===== config.mk =====
export PLATFORM = sky130hd
export DESIGN_NAME = inst_fetch_queue
export DESIGN_NICKNAME = d
export VERILOG_FILES = /design/src/rtl/inst_fetch_queue.sv
export SDC_FILE = /design/constraint.sdc
export NUM_CORES = 1
export LEC_CHECK = 0
export CELL_PAD_IN_SITES_DETAIL_PLACEMENT = 1
export CELL_PAD_IN_SITES_GLOBAL_PLACEMENT = 2
export CORE_MARGIN = 4
export CORE_UTILIZATION = 41
export CTS_BUF_LIST = sky130_fd_sc_hd__clkbuf_8
export CTS_CLUSTER_DIAMETER = 200
export CTS_CLUSTER_SIZE = 25
export DETAILED_ROUTE_END_ITERATION = 12
export GPL_TIMING_DRIVEN = 1
export PLACE_DENSITY_LB_ADDON = 0.1
export SETUP_SLACK_MARGIN = 0.4
export SYNTH_ARGS = -nofsm -noshare
export SYNTH_HDL_FRONTEND = slang
export SYNTH_SLANG_ARGS = --single-unit
export TNS_END_PERCENT = 5

===== constraint.sdc =====
create_clock -name clk -period 4.4 [get_ports clk]
set_input_delay 0.88 -clock clk [delete_from_list [all_inputs] [get_ports clk]]
set_output_delay 0.88 -clock clk [all_outputs]
set_load 0.02 [all_outputs]

===== src/rtl/inst_fetch_queue.sv =====
// inst_fetch_queue
//   Instruction-fetch front end. It fetches sequentially ahead of decode into a
//   DEPTH-entry circular queue of {pc, instr} pairs. A redirect from execute
//   flushes the queue and discards any response still in flight, so no
//   wrong-path word ever reaches decode.
//
// Ports
//   clk          in   rising-edge clock
//   rst          in   synchronous reset, active low
//   inst_read    out  memory read request (held until inst_resp)
//   inst_addr    out  request address, word aligned
//   inst_resp    in   memory response, completes the outstanding request
//   inst_rdata   in   response instruction word
//   redirect     in   one-cycle flush-and-redirect strobe
//   redirect_pc  in   new fetch address (low two bits ignored)
//   deq_valid    out  queue head valid
//   deq_ready    in   decode accepts the head
//   deq_pc       out  head PC (0 when empty)
//   deq_instr    out  head instruction (0 when empty)
//   count        out  queue occupancy, 0..DEPTH
module inst_fetch_queue #(
    parameter int                DEPTH    = 4,
    parameter int                XLEN     = 32,
    parameter logic [XLEN-1:0]   RESET_PC = 32'h00000060
) (
    input  logic                     clk,
    input  logic                     rst,
    output logic                     inst_read,
    output logic [XLEN-1:0]          inst_addr,
    input  logic                     inst_resp,
    input  logic [XLEN-1:0]          inst_rdata,
    input  logic                     redirect,
    input  logic [XLEN-1:0]          redirect_pc,
    output logic                     deq_valid,
    input  logic                     deq_ready,
    output logic [XLEN-1:0]          deq_pc,
    output logic [XLEN-1:0]          deq_instr,
    output logic [$clog2(DEPTH):0]   count
);

    localparam int PW = $clog2(DEPTH);
    localparam int CW = PW + 1;
    localparam logic [CW-1:0] FULL = CW'(DEPTH);

    localparam logic [1:0] S_IDLE  = 2'd0;
    localparam logic [1:0] S_REQ   = 2'd1;
    localparam logic [1:0] S_DRAIN = 2'd2;

    logic [1:0]       r_state;
    logic [CW-1:0]    r_count;
    logic [PW-1:0]    r_rd_ptr;
    logic [PW-1:0]    r_wr_ptr;
    logic [XLEN-1:0]  r_fetch_pc;
    logic [XLEN-1:0]  r_drain_addr;
    logic [XLEN-1:0]  r_pc_mem    [DEPTH];
    logic [XLEN-1:0]  r_instr_mem [DEPTH];

    logic             w_push;
    logic             w_pop;
    logic [CW-1:0]    w_count_nxt;
    logic             w_unused_pc_lsbs;

    assign w_unused_pc_lsbs = ^redirect_pc[1:0];

    // A redirect cancels both the push and the pop of its cycle.
    assign w_push = (r_state == S_REQ) && inst_resp && !redirect;
    assign w_pop  = (r_count != '0) && deq_ready && !redirect;

    always_comb begin
        w_count_nxt = r_count;
        case ({w_push, w_pop})
            2'b10:   w_count_nxt = r_count + CW'(1);
            2'b01:   w_count_nxt = r_count - CW'(1);
            default: w_count_nxt = r_count;
        endcase
    end

    always_ff @(posedge clk) begin
        if (!rst) begin
            r_state      <= S_IDLE;
            r_count      <= '0;
            r_rd_ptr     <= '0;
            r_wr_ptr     <= '0;
            r_fetch_pc   <= RESET_PC;
            r_drain_addr <= RESET_PC;
        end else if (redirect) begin
            r_count    <= '0;
            r_rd_ptr   <= '0;
            r_wr_ptr   <= '0;
            r_fetch_pc <= {redirect_pc[XLEN-1:2], 2'b00};
            case (r_state)
                S_REQ: begin
                    // A request still in flight must complete on the bus at
                    // its original address; its data is thrown away in DRAIN.
                    if (!inst_resp) begin
                        r_state      <= S_DRAIN;
                        r_drain_addr <= r_fetch_pc;
                    end else begin
                        r_state <= S_REQ;
                    end
                end
                S_DRAIN: r_state <= inst_resp ? S_REQ : S_DRAIN;
                default: r_state <= S_REQ;
            endcase
        end else begin
            r_count <= w_count_nxt;
            if (w_push) begin
                r_wr_ptr   <= r_wr_ptr + PW'(1);
                r_fetch_pc <= r_fetch_pc + XLEN'(4);
            end
            if (w_pop) begin
                r_rd_ptr <= r_rd_ptr + PW'(1);
            end
            case (r_state)
                S_IDLE: begin
                    if (r_count < FULL) r_state <= S_REQ;
                end
                S_REQ: begin
                    if (inst_resp) r_state <= (w_count_nxt < FULL) ? S_REQ : S_IDLE;
                end
                S_DRAIN: begin
                    if (inst_resp) r_state <= (r_count < FULL) ? S_REQ : S_IDLE;
                end
                default: r_state <= S_IDLE;
            endcase
        end
    end

    // Entry storage carries no reset; occupancy alone decides validity.
    always_ff @(posedge clk) begin
        if (rst && w_push) begin
            r_pc_mem[r_wr_ptr]    <= r_fetch_pc;
            r_instr_mem[r_wr_ptr] <= inst_rdata;
        end
    end

    assign inst_read = (r_state == S_REQ) || (r_state == S_DRAIN);
    assign inst_addr = (r_state == S_DRAIN) ? r_drain_addr : r_fetch_pc;
    assign deq_valid = (r_count != '0);
    assign deq_pc    = deq_valid ? r_pc_mem[r_rd_ptr]    : '0;
    assign deq_instr = deq_valid ? r_instr_mem[r_rd_ptr] : '0;
    assign count     = r_count;

endmodule

==> results of run 1 <==
layout make-up:
cell class	instances	area [um2]
fillers	3096	16000
clock buffers	17	234
flip-flops and latches	319	8870
inverters	11	41.3
clock inverters	5	23.8
multi-input cells	493	4150
repair buffers	191	1970
well taps	435	544
sequential cells by signal (all words and copies together) (netlist names), named ones only:
name	flops
r_state	2
r_drain_addr	30
r_rd_ptr	2
count	3
r_fetch_pc	30
r_pc_mem	120
r_wr_ptr	2
r_instr_mem	128
critical path: cells and delay by family, from the launching register on:
family	cells	cell delay (ns)
buffers and inverters	3	0.96
adder cells (fa/ha/maj)	1	0.72
flip-flops	1	0.37
multiplexers	1	0.36
how the worst max path moves through the flow:
stage | startpoint | endpoint | slack, ns | cells after the start
finish | r_state[0] | inst_addr[12] | 0.56 | 5
global route | r_state[0] | inst_addr[12] | 0.37 | 5
CTS | flop | deq_instr[21] | 0.46 | 4
detailed placement | redirect | r_state[0] | 0.94 | 9
global placement | redirect | r_state[0] | 0.98 | 9
floorplan | inst_resp | r_instr_mem[0][0] | 0.80 | 4
layer usage:
layer | vias to the layer above | track usage (%)
met5 | - | 0
met4 | 0 | 2.46
met3 | 18 | 2.49
met2 | 151 | 28.3
met1 | 3950 | 25.7
li1 | 3624 | -
synth_stat cells, types with 2 or more instances:
library cell / instances / share of area (%)
buf_4: 4 / 0.23
nor2_1: 19 / 0.54
dfxtp_1: 71 / 11
or4_1: 2 / 0.11
o211a_1: 5 / 0.38
nor3b_1: 3 / 0.17
o21a_1: 2 / 0.11
nand3_1: 14 / 0.53
clkbuf_1: 46 / 1.3
a211oi_1: 3 / 0.17
xnor2_1: 12 / 0.79
buf_1: 4 / 0.11
nor2b_1: 2 / 0.094
mux4_2: 62 / 11
and3_1: 5 / 0.24
or3_1: 6 / 0.28
mux2i_1: 2 / 0.15
a21o_1: 2 / 0.11
inv_1: 11 / 0.31
nand4_1: 10 / 0.47
a211o_1: 3 / 0.20
nand3b_1: 2 / 0.11
buf_2: 8 / 0.30
mux2_2: 25 / 2.1
a21oi_1: 11 / 0.41
xor2_1: 2 / 0.13
a31oi_1: 2 / 0.094
ha_1: 10 / 0.94
nand2b_1: 4 / 0.19
o21ai_0: 34 / 1.3
nand2_1: 92 / 2.6
and2_1: 69 / 3.2
nor4_1: 11 / 0.52
a21boi_0: 30 / 1.7
a311oi_1: 4 / 0.26
nor3_1: 14 / 0.53
nor4b_1: 6 / 0.40
and4_1: 8 / 0.53
edfxtp_1: 248 / 56
power by group:
group | leakage (nW) | switching, mW | internal [mW]
logic | 2.06 | 0.198 | 0.188
clock network | 0.148 | 0.859 | 0.363
registers | 2.83 | 0.0688 | 3.29
stage by stage:
step | std cells | power [mW] | cell area [um2] | setup WS [ns] | hold WS (ns)
3_3_place_gp | 1449 | 3.81 | 15600 | 0.975 | 0.447
3_5_place_dp | 1449 | 3.81 | 15600 | 0.938 | 0.459
2_1_floorplan | 885 | 3.59 | 13300 | 0.796 | 0.435
4_1_cts | 1471 | 5.04 | 15800 | 0.458 | 0.479
6_report | 1471 | 4.96 | 15800 | 0.563 | 0.474
5_1_grt | 1471 | 5.19 | 15800 | 0.367 | 0.505
cell families (layout without fill, tap and decap cells):
logic type / count (synthesis) / in the layout / share of synthesized area (%)
adder cells (fa/ha/maj): 11 / 11 / 1.09
AND/OR/NAND/NOR: 272 / 272 / 11.0
XOR/XNOR: 14 / 14 / 0.922
other: 1 / 4 / 0.0282
flip-flops: 319 / 319 / 66.7
buffers and inverters: 73 / 224 / 2.25
AO/OA/AOI/OAI: 103 / 103 / 5.18
multiplexers: 89 / 89 / 12.8
==> summary by stage, run 1 <==
Placement
The count of port buffers added during placement is 163. The placed wire-length estimate is a little over 20000 um. Routability-driven placement finished with a final weighted congestion of 0.735.

Logic synthesis
The number of distinct library cells after synthesis is 53. The sequential cell area fraction in the yosys report is 66.7%. The synthesized netlist occupies a cell area of 0.0133 mm2. For this run, the number of Yosys warnings is 0. The share of async-settable or async-resettable flops after synthesis is 0%. The cell count after synthesis is 882.

The synthesized design contains 319 register bits. The mean instance size in the synthesized netlist is around 15 um2. The synthesized design contains between 200 and 250 enable-type register cells. Among all flip-flop cells after synthesis, the most frequent one is edfxtp_1.

Pwr
The static leakage is 5.04 nW. In this run the power density over the cells is roughly 310 mW/mm2. IR analysis of the VDD net gives a maximum drop of 0.000201 V.

Floorplanning
The initial core utilization is 41.8%. The height of the die is between 150 and 200 um. In this run the standard cell core region covers 0.0318 mm2. Measured along the x axis, the die boundary spans about 190 um.

After floorplanning, the core was divided into 65 placement rows. In this run the count of I/O pins placed on the die edge is 170. The floorplan step defined a die boundary enclosing approximately 0.035 mm2.

Timing
For the final database, setup skew stands at 0.0204 ns. In this run the tightest slew margin relative to its limit is 41.6%. The count of final max-slew check failures was 0. Setup violations remaining at the end of the flow were counted as 0. After routing, the total negative slack on setup checks comes to 0 ns. The shortest period the worst path allows is 3.84 ns. Setup repair after global routing could not meet its margin everywhere.

Static timing analysis puts the maximum clock frequency at 261 MHz. The actual slew at the worst max-slew pin is 0.873 ns. The final count of hold timing violations is 0.

The final critical path takes up 87.2% of the cycle.

Critical path
The critical path in this run is classified as flop to primary output. The slack of the worst reg-to-reg path is 1.33 ns. The type of origin of the critical path is a flop. Traced cell by cell, the critical path runs through inv_1 -> ha_1 -> buf_4 -> mux2_2 -> clkdlybuf4s50_1.

The type of destination of the critical path is a primary output. STA puts the critical path data required time at around 3.5 ns. The destination of the worst register-to-register timing path is r_state[0]. The number of cell instances on the worst register-to-register path is 8. In this run the worst path has a maximum fanout of 21. For this run, the slowest stage of the critical path takes 0.72 ns. The worst register-to-register path begins at count[0]. Data arrives at the worst endpoint at 2.96 ns. The master of the slowest instance on the critical path is ha_1.

Hold path
The depth of the worst hold-timing path is 2. The path class of the tightest hold or removal check is flop to flop. In this run the most critical hold path is launched from r_drain_addr[31]. The sink of the worst hold path is r_drain_addr[31].

Drt
The routed design uses 1210 um of met3 wire. Wire segments on met2 add up to around 15000 um in the final route. The post-detailed-route via-to-cell ratio is 5.26. The number of DRC violations after detailed-routing iteration 0 is about 460. After detailed routing, the total wire length is ~31000 um. The detailed-routing iteration count for the pre-antenna-repair pass is 4. The top routing layer in use is met4. The final route contains 7743 vias. The number of nets with antenna violations after detailed routing is 0. After detailed routing, the average wire length per cell comes to 21.2 um. For this run, design rule violations remaining after detail routing come to 0. For this block, wires on met1 add up to roughly 15000 um.

CTS
The post-cts sizing count is 0. The count of clock tree sinks is 319. The TritonCTS clock tree is yes. Clock-pin slew was measured on the worst setup and hold paths at 0.14 ns. The deepest clock path buffer count is 3.

Hold repair after CTS inserted 0 buffers. In this run the number of H-tree levels came out at 1. For the worst-skew pair, the clock arrives at the later sink with an insertion delay of 0.56 ns.

In this run, CTS created clock tree buffers numbering 16. The tree is rooted in a clkbuf_8. The number of setup buffers added after CTS is 0.

GRT
The global-route wire length before repair is 48900 um. Global routing finished with a remaining overflow of 0. The via count of the first global-routing pass is 8139. Across every metal layer, demand over resource in global routing totals 17.4%. The initial antenna violation count is 0. The maximum number of pins on one net before global-route repair is 67.

Final layout
In the final layout, the share of cells above drive strength 1 is 14.1%. After the last flow step, the layout net total stands at 1112. Cells fill 49.8% of the core in the end.

The area added between synthesis and finish is 19.1%. The number of diodes is 0. The top cell types in the final layout, fill and taps aside, are edfxtp_1 (248), clkdlybuf4s50_1 (162), nand2_1 (92), dfxtp_1 (69), and2_1 (65). The library cell used most frequently in the layout, excluding fill and tap cells, is edfxtp_1.

Run status
The flow ran to the end, and the final reports show no timing, DRC or antenna violations.

Job
The tool flagged a number of max-cap violations equal to 0.
No activity file was read; power rests on OpenSTA's default activity.
==> inputs of run 2 (changes only) <==
- MAX_ROUTING_LAYER: default -> met4
==> summary by stage, run 2 (same netlist as run 1, synthesis figures left out) <==
Run status
Status: completed (unchanged).

Critical path
The largest fanout on the critical path was 21 (unchanged). The critical path start-end classification is flop to primary output (unchanged). The type of origin of the critical path is a flop (unchanged). The reg-to-reg critical path startpoint is count[0] (unchanged). The data required time at the worst endpoint is 3.52 ns (about the same). The slack of the worst reg-to-reg path is 1.33 ns (about the same). The critical path data arrival time is 2.96 ns (about the same). The type of destination of the critical path is a primary output (unchanged). The startpoint of the most critical setup path is r_state[0] (unchanged).

Pwr
The power per unit of standard cell area is 313 mW/mm2 (about the same). The total power of the final layout is 4.96 mW (about the same). The static leakage is 5.04 nW (unchanged). The highest ir drop seen on vdd was 0.000202 V (was 0.000201 V).

Drt
The number of DRC violations after detailed-routing iteration 0 is 406 (was 463). The wire length per cell is 21.2 um (about the same). The wire length the detailed router placed on met1 is 14900 um (about the same).

The post-detailed-routing wire length came to 31200 um (about the same). The remaining routing DRC violations was 0 (unchanged). The number of vias after detailed routing is 7701 (was 7743). The total length of routed met3 wires is 1250 um (was 1210 um). The top routing layer in use is met4 (unchanged). The detailed-routing iteration count for the pre-antenna-repair pass was 6 (was 4). The number of nets with antenna violations after detailed routing was 0 (unchanged).

The post-detailed-route via-to-cell ratio is 5.24 (was 5.26). The routed length on met2 is 14700 um (about the same).

Final layout
The number of diodes is 0 (unchanged). The fraction of the core area covered by cells at the end of the flow is 49.8% (unchanged). The share of cells above drive strength 1 is 14.1% (unchanged). The most frequent standard cell in the layout excluding fill and tap cells is edfxtp_1 (unchanged). Registers with the highest flip-flop counts: r_instr_mem (128), r_pc_mem (120) (unchanged). The register with the most flip-flops was r_instr_mem (unchanged). Commonest non-fill, non-tap cells in the layout: edfxtp_1 (248), clkdlybuf4s50_1 (162), nand2_1 (92), dfxtp_1 (69), and2_1 (65) (unchanged).

The flip-flop count of the largest register, all copies and words added is 128 (unchanged). The number of nets in the finished design is 1112 (unchanged). The final-layout fill cell count is 3096 (unchanged). The area added between synthesis and finish is 19.1% (unchanged).

Placement
The worst slack after detailed placement came to 0.938 ns (unchanged). The count of port buffers added during placement came to 163 (unchanged). The final estimated routing congestion in global placement is 0.744 (was 0.735). The placed wire-length estimate is 20600 um (unchanged).

CTS
The number of buffers created by CTS is 16 (unchanged). The register clock-pin slew on the reported worst setup and hold paths is 0.14 ns (about the same). The deepest clock path buffer count is 3 (unchanged). The clock latency on the worst-skew pair is 0.56 ns (about the same). The master cell of the clock root buffer is clkbuf_8 (unchanged).

The count of clock tree sinks is 319 (unchanged). The number of buffers inserted by post-CTS setup repair is 0 (unchanged). The maximum level of the CTS H-tree is 1 (unchanged). The TritonCTS clock tree was yes (unchanged). The count of hold buffers inserted by post-cts repair is 0 (unchanged). The post-cts sizing count was 0 (unchanged).

Floorplanning
The total die area came to 0.0354 mm2 (unchanged). The placeable core region came to 0.0318 mm2 (unchanged). The die span in x is 188 um (unchanged).

The height of the die was 188 um (unchanged). The initial core utilization is 41.8% (unchanged). The number of primary I/O pins was 170 (unchanged).

The placement row count is 65 (unchanged).

Timing
RSZ-0062 raised after global routing: true (unchanged). The top achievable clock speed is 260 MHz (was 261 MHz). The actual slew at the worst max-slew pin came to 0.870 ns (was 0.873 ns). The number of endpoints failing setup at the final stage was 0 (unchanged). The total negative slack for setup checks is 0 ns (unchanged).

The worst max-slew margin expressed relative to the limit is 42.0% (was 41.6%). The final count of hold timing violations came to 0 (unchanged). The part of the cycle the worst path needs is 87.3% (was 87.2%).

The final setup slack of the worst path came to 0.561 ns (was 0.563 ns). The tightest hold margin is 0.474 ns (about the same). The shortest period the worst path allows came to 3.84 ns (about the same). The final clock skew came to 0.0216 ns (was 0.0204 ns). The count of final max-slew check failures is 0 (unchanged).

Hold path
The classification of the worst-slack hold path is flop to flop (unchanged). The startpoint of the tightest hold check path was r_drain_addr[27] (was r_drain_addr[31]).

GRT
The global-route wire length before repair is 48900 um (about the same). The via count of the first global-routing pass is 8152 (was 8139). The global routing usage summed across all routing layers was 17.9% (was 17.4%).

The total overflow reported by the global router was 0 (unchanged). The maximum number of pins on one net before global-route repair came to 67 (unchanged). The initial antenna violation count came to 0 (unchanged).

Job
The total of max-cap violations is 0 (unchanged).
==> run 2: cell counts in the layout (fill, tap and decap cells not counted) <==
Identical to the previous run, type by type.
==> run 2: layout make-up <==
class                   count  area [um2]  share of cell area, %
flip-flops and latches    319        8870                   56.0
multi-input cells         493        4150                   26.2
repair buffers            191        1970                   12.4
well taps                 435         544                   3.44
clock buffers              17         234                   1.48
inverters                  11        41.3                  0.261
clock inverters             5        23.8                  0.150
==> run 2: worst paths after layout <==
kind | to | depth (start not counted)
setup / recovery | inst_addr[12] | 5
hold / removal | r_drain_addr[27] | 2
hold reg to reg | r_drain_addr[27] | 2
setup reg to reg | r_state[0] | 8
==> run 2: through the flow <==
| step | instances | area (um2) |
|---|---|---|
| after floorplan | 885 | 13300 |
| after global placement | 1449 | 15600 |
| after detailed placement | 1449 | 15600 |
| after CTS | 1471 | 15800 |
| after global routing | 1471 | 15800 |
| final | 1471 | 15800 |
==> run 2: critical path, stage by stage (launching register included) <==
cell and delay, ns:
dfxtp_1 0.37, inv_1 0.09, ha_1 0.73, buf_4 0.32
mux2_2 0.36, clkdlybuf4s50_1 0.54
==> run 2: metal layers <==
| metal | global-route usage (%) | vias to the layer above |
|---|---|---|
| met1 | 26.0 | 3910 |
| met5 | - | - |
| met2 | 28.3 | 157 |
| met3 | 2.10 | 18 |
| met4 | 2.46 | 0 |
| li1 | - | 3616 |
==> run 2: power breakdown <==
group	switching, mW	total (mW)	internal, mW
sequential	0.0683	3.35	3.29
clock	0.861	1.22	0.363
combinational	0.197	0.385	0.188
==> inputs of run 3 (changes only) <==
- CTS_CLUSTER_SIZE: 25 -> default
==> summary by stage, run 3 (same netlist as run 1, synthesis figures left out) <==
Final layout
The number of diodes is 0 (unchanged). The flip-flop count of the largest register, all copies and words added is 128 (unchanged). The share of cells above drive strength 1 is 18.2% (was 14.1%).

The number of nets in the finished design is 1149 (was 1112). The area added between synthesis and finish is 25.4% (was 19.1%). The most frequent standard cell in the layout excluding fill and tap cells is edfxtp_1 (unchanged). Commonest non-fill, non-tap cells in the layout: edfxtp_1 (248), clkdlybuf4s50_1 (162), nand2_1 (92), dfxtp_1 (69), and2_1 (65) (unchanged). Registers with the highest flip-flop counts: r_instr_mem (128), r_pc_mem (120) (unchanged). The non-filler instance count after layout is 1548 (was 1471). The register with the most flip-flops is r_instr_mem (unchanged). The final-layout fill cell count came to 3091 (was 3096). The fraction of the core area covered by cells at the end of the flow is 52.4% (was 49.8%).

Pwr
The static leakage is 5.49 nW (was 5.04 nW). The power per unit of standard cell area is 382 mW/mm2 (was 313 mW/mm2). The total power of the final layout is 6.37 mW (was 4.96 mW). The highest ir drop seen on vdd was 0.000206 V (was 0.000202 V).

Placement
The final estimated routing congestion in global placement is 0.744 (unchanged). The placed wire-length estimate is 20600 um (unchanged). The count of port buffers added during placement is 163 (unchanged). The cell count after placement is 1449 (unchanged).

Drt
The detailed-routing iteration count for the pre-antenna-repair pass came to 4 (was 6). The remaining routing DRC violations is 0 (unchanged). The number of DRC violations after detailed-routing iteration 0 is 451 (was 406). The post-detailed-routing wire length is 32000 um (was 31200 um).

The number of vias after detailed routing is 8012 (was 7701). The number of nets with antenna violations after detailed routing is 0 (unchanged). The post-detailed-route via-to-cell ratio is 5.18 (was 5.24). The wire length per cell was 20.6 um (was 21.2 um).

GRT
The initial antenna violation count came to 0 (unchanged). The global routing usage summed across all routing layers is 18.5% (was 17.9%). The global-route wire length before repair is 50500 um (was 48900 um). The via count of the first global-routing pass is 8626 (was 8152). The total overflow reported by the global router is 0 (unchanged). The maximum number of pins on one net before global-route repair was 67 (unchanged).

CTS
The number of buffers created by CTS came to 53 (was 16). The post-cts sizing count is 0 (unchanged). The TritonCTS clock tree was yes (unchanged).

The count of hold buffers inserted by post-cts repair is 0 (unchanged). The number of buffers inserted by post-CTS setup repair came to 0 (unchanged). The master cell of the clock root buffer is clkbuf_8 (unchanged). The maximum level of the CTS H-tree came to 2 (was 1). The register clock-pin slew on the reported worst setup and hold paths is 0.06 ns (was 0.14 ns). The count of clock tree sinks came to 319 (unchanged).

The clock latency on the worst-skew pair was 0.57 ns (was 0.56 ns). The deepest clock path buffer count was 3 (unchanged).

Hold path
The classification of the worst-slack hold path is flop to flop (unchanged).

Timing
The shortest period the worst path allows is 3.83 ns (was 3.84 ns). The part of the cycle the worst path needs is 87.0% (was 87.3%). The number of endpoints failing setup at the final stage came to 0 (unchanged). The top achievable clock speed is 261 MHz (was 260 MHz).

The count of final max-slew check failures was 0 (unchanged). RSZ-0062 raised after global routing: true (unchanged). The final count of hold timing violations is 0 (unchanged). The final clock skew came to 0.0247 ns (was 0.0216 ns).

The worst max-slew margin expressed relative to the limit is 41.8% (was 42.0%). The actual slew at the worst max-slew pin came to 0.870 ns (about the same). The total negative slack for setup checks was 0 ns (unchanged).

Critical path
The destination of the worst register-to-register timing path was r_state[0] (unchanged). The slack of the worst reg-to-reg path is 1.34 ns (was 1.33 ns). The largest fanout on the critical path is 21 (unchanged). The reg-to-reg critical path startpoint was count[0] (unchanged).

The type of destination of the critical path is a primary output (unchanged). The data required time at the worst endpoint was 3.52 ns (about the same). The number of cell instances on the worst register-to-register path is 8 (unchanged). The startpoint of the most critical setup path is r_state[0] (unchanged). The critical path data arrival time is 2.95 ns (was 2.96 ns). The endpoint of the most critical setup path is inst_addr[12] (unchanged). The type of origin of the critical path is a flop (unchanged). The critical path start-end classification was flop to primary output (unchanged).

Floorplanning
The die span in x is 188 um (unchanged). The total die area is 0.0354 mm2 (unchanged). The number of primary I/O pins is 170 (unchanged). The placeable core region is 0.0318 mm2 (unchanged).

The height of the die was 188 um (unchanged). The placement row count is 65 (unchanged). The initial core utilization is 41.8% (unchanged).

Run status
Status: completed (unchanged).

Job
The total of max-cap violations is 0 (unchanged).
==> run 3: cell types whose count changed in the layout (fill, tap and decap cells not counted), sizes merged <==
cell,delta
inv,+7
clkinv,+21
clkbuf,+45
bufinv,+3
clkinvlp,+1
==> run 3: area by class of cell <==
| type | instances | area [um2] | area share, % |
|---|---|---|---|
| Timing Repair Buffer | 191 | 1970 | 11.8 |
| Multi-Input combinational cell | 493 | 4150 | 24.9 |
| Inverter | 11 | 41.3 | 0.248 |
| Clock inverter | 37 | 233 | 1.40 |
| Sequential cell | 319 | 8870 | 53.2 |
| Tap cell | 435 | 544 | 3.27 |
| Clock buffer | 62 | 853 | 5.12 |
==> run 3: how the worst min path moves through the flow <==
stage | start | endpoint | depth (start not counted)
finish | r_drain_addr[22] | r_drain_addr[22] | 2
global route | r_drain_addr[12] | r_drain_addr[12] | 2
detailed placement | r_drain_addr[16] | r_drain_addr[16] | 2
floorplan | r_drain_addr[6] | r_drain_addr[6] | 2
global placement | r_drain_addr[2] | r_drain_addr[2] | 2
CTS | r_drain_addr[16] | r_drain_addr[16] | 2
==> run 3: critical path, cell delays in order, from the launching register on <==
cell             delay (ns)
dfxtp_1                0.34
inv_1                  0.09
ha_1                   0.72
buf_4                  0.32
mux2_2                 0.36
clkdlybuf4s50_1        0.54
==> run 3: through the flow <==
stage	hold WS, ns	cell area [um2]	setup slack, ns
global placement	0.447	15600	0.975
CTS	0.468	16700	0.460
finish	0.463	16700	0.573
floorplan	0.435	13300	0.796
global route	0.493	16700	0.393
detailed placement	0.459	15600	0.938
==> run 3: per-layer routing <==
metal | wire length (um) | part of all wire [%] | GRT usage, %
met1 | 15200 | 48 | 25.8
met2 | 15000 | 47 | 29.0
met3 | 1230 | 3.8 | 2.98
met4 | 538 | 1.7 | 4.01
met5 | 0 | 0 | -
==> run 3: power breakdown <==
part / switching, mW / total (mW) / internal [mW]
combinational: 0.197 / 0.386 / 0.188
clock: 1.17 / 2.63 / 1.46
sequential: 0.0686 / 3.36 / 3.29
total: 1.44 / 6.37 / 4.94
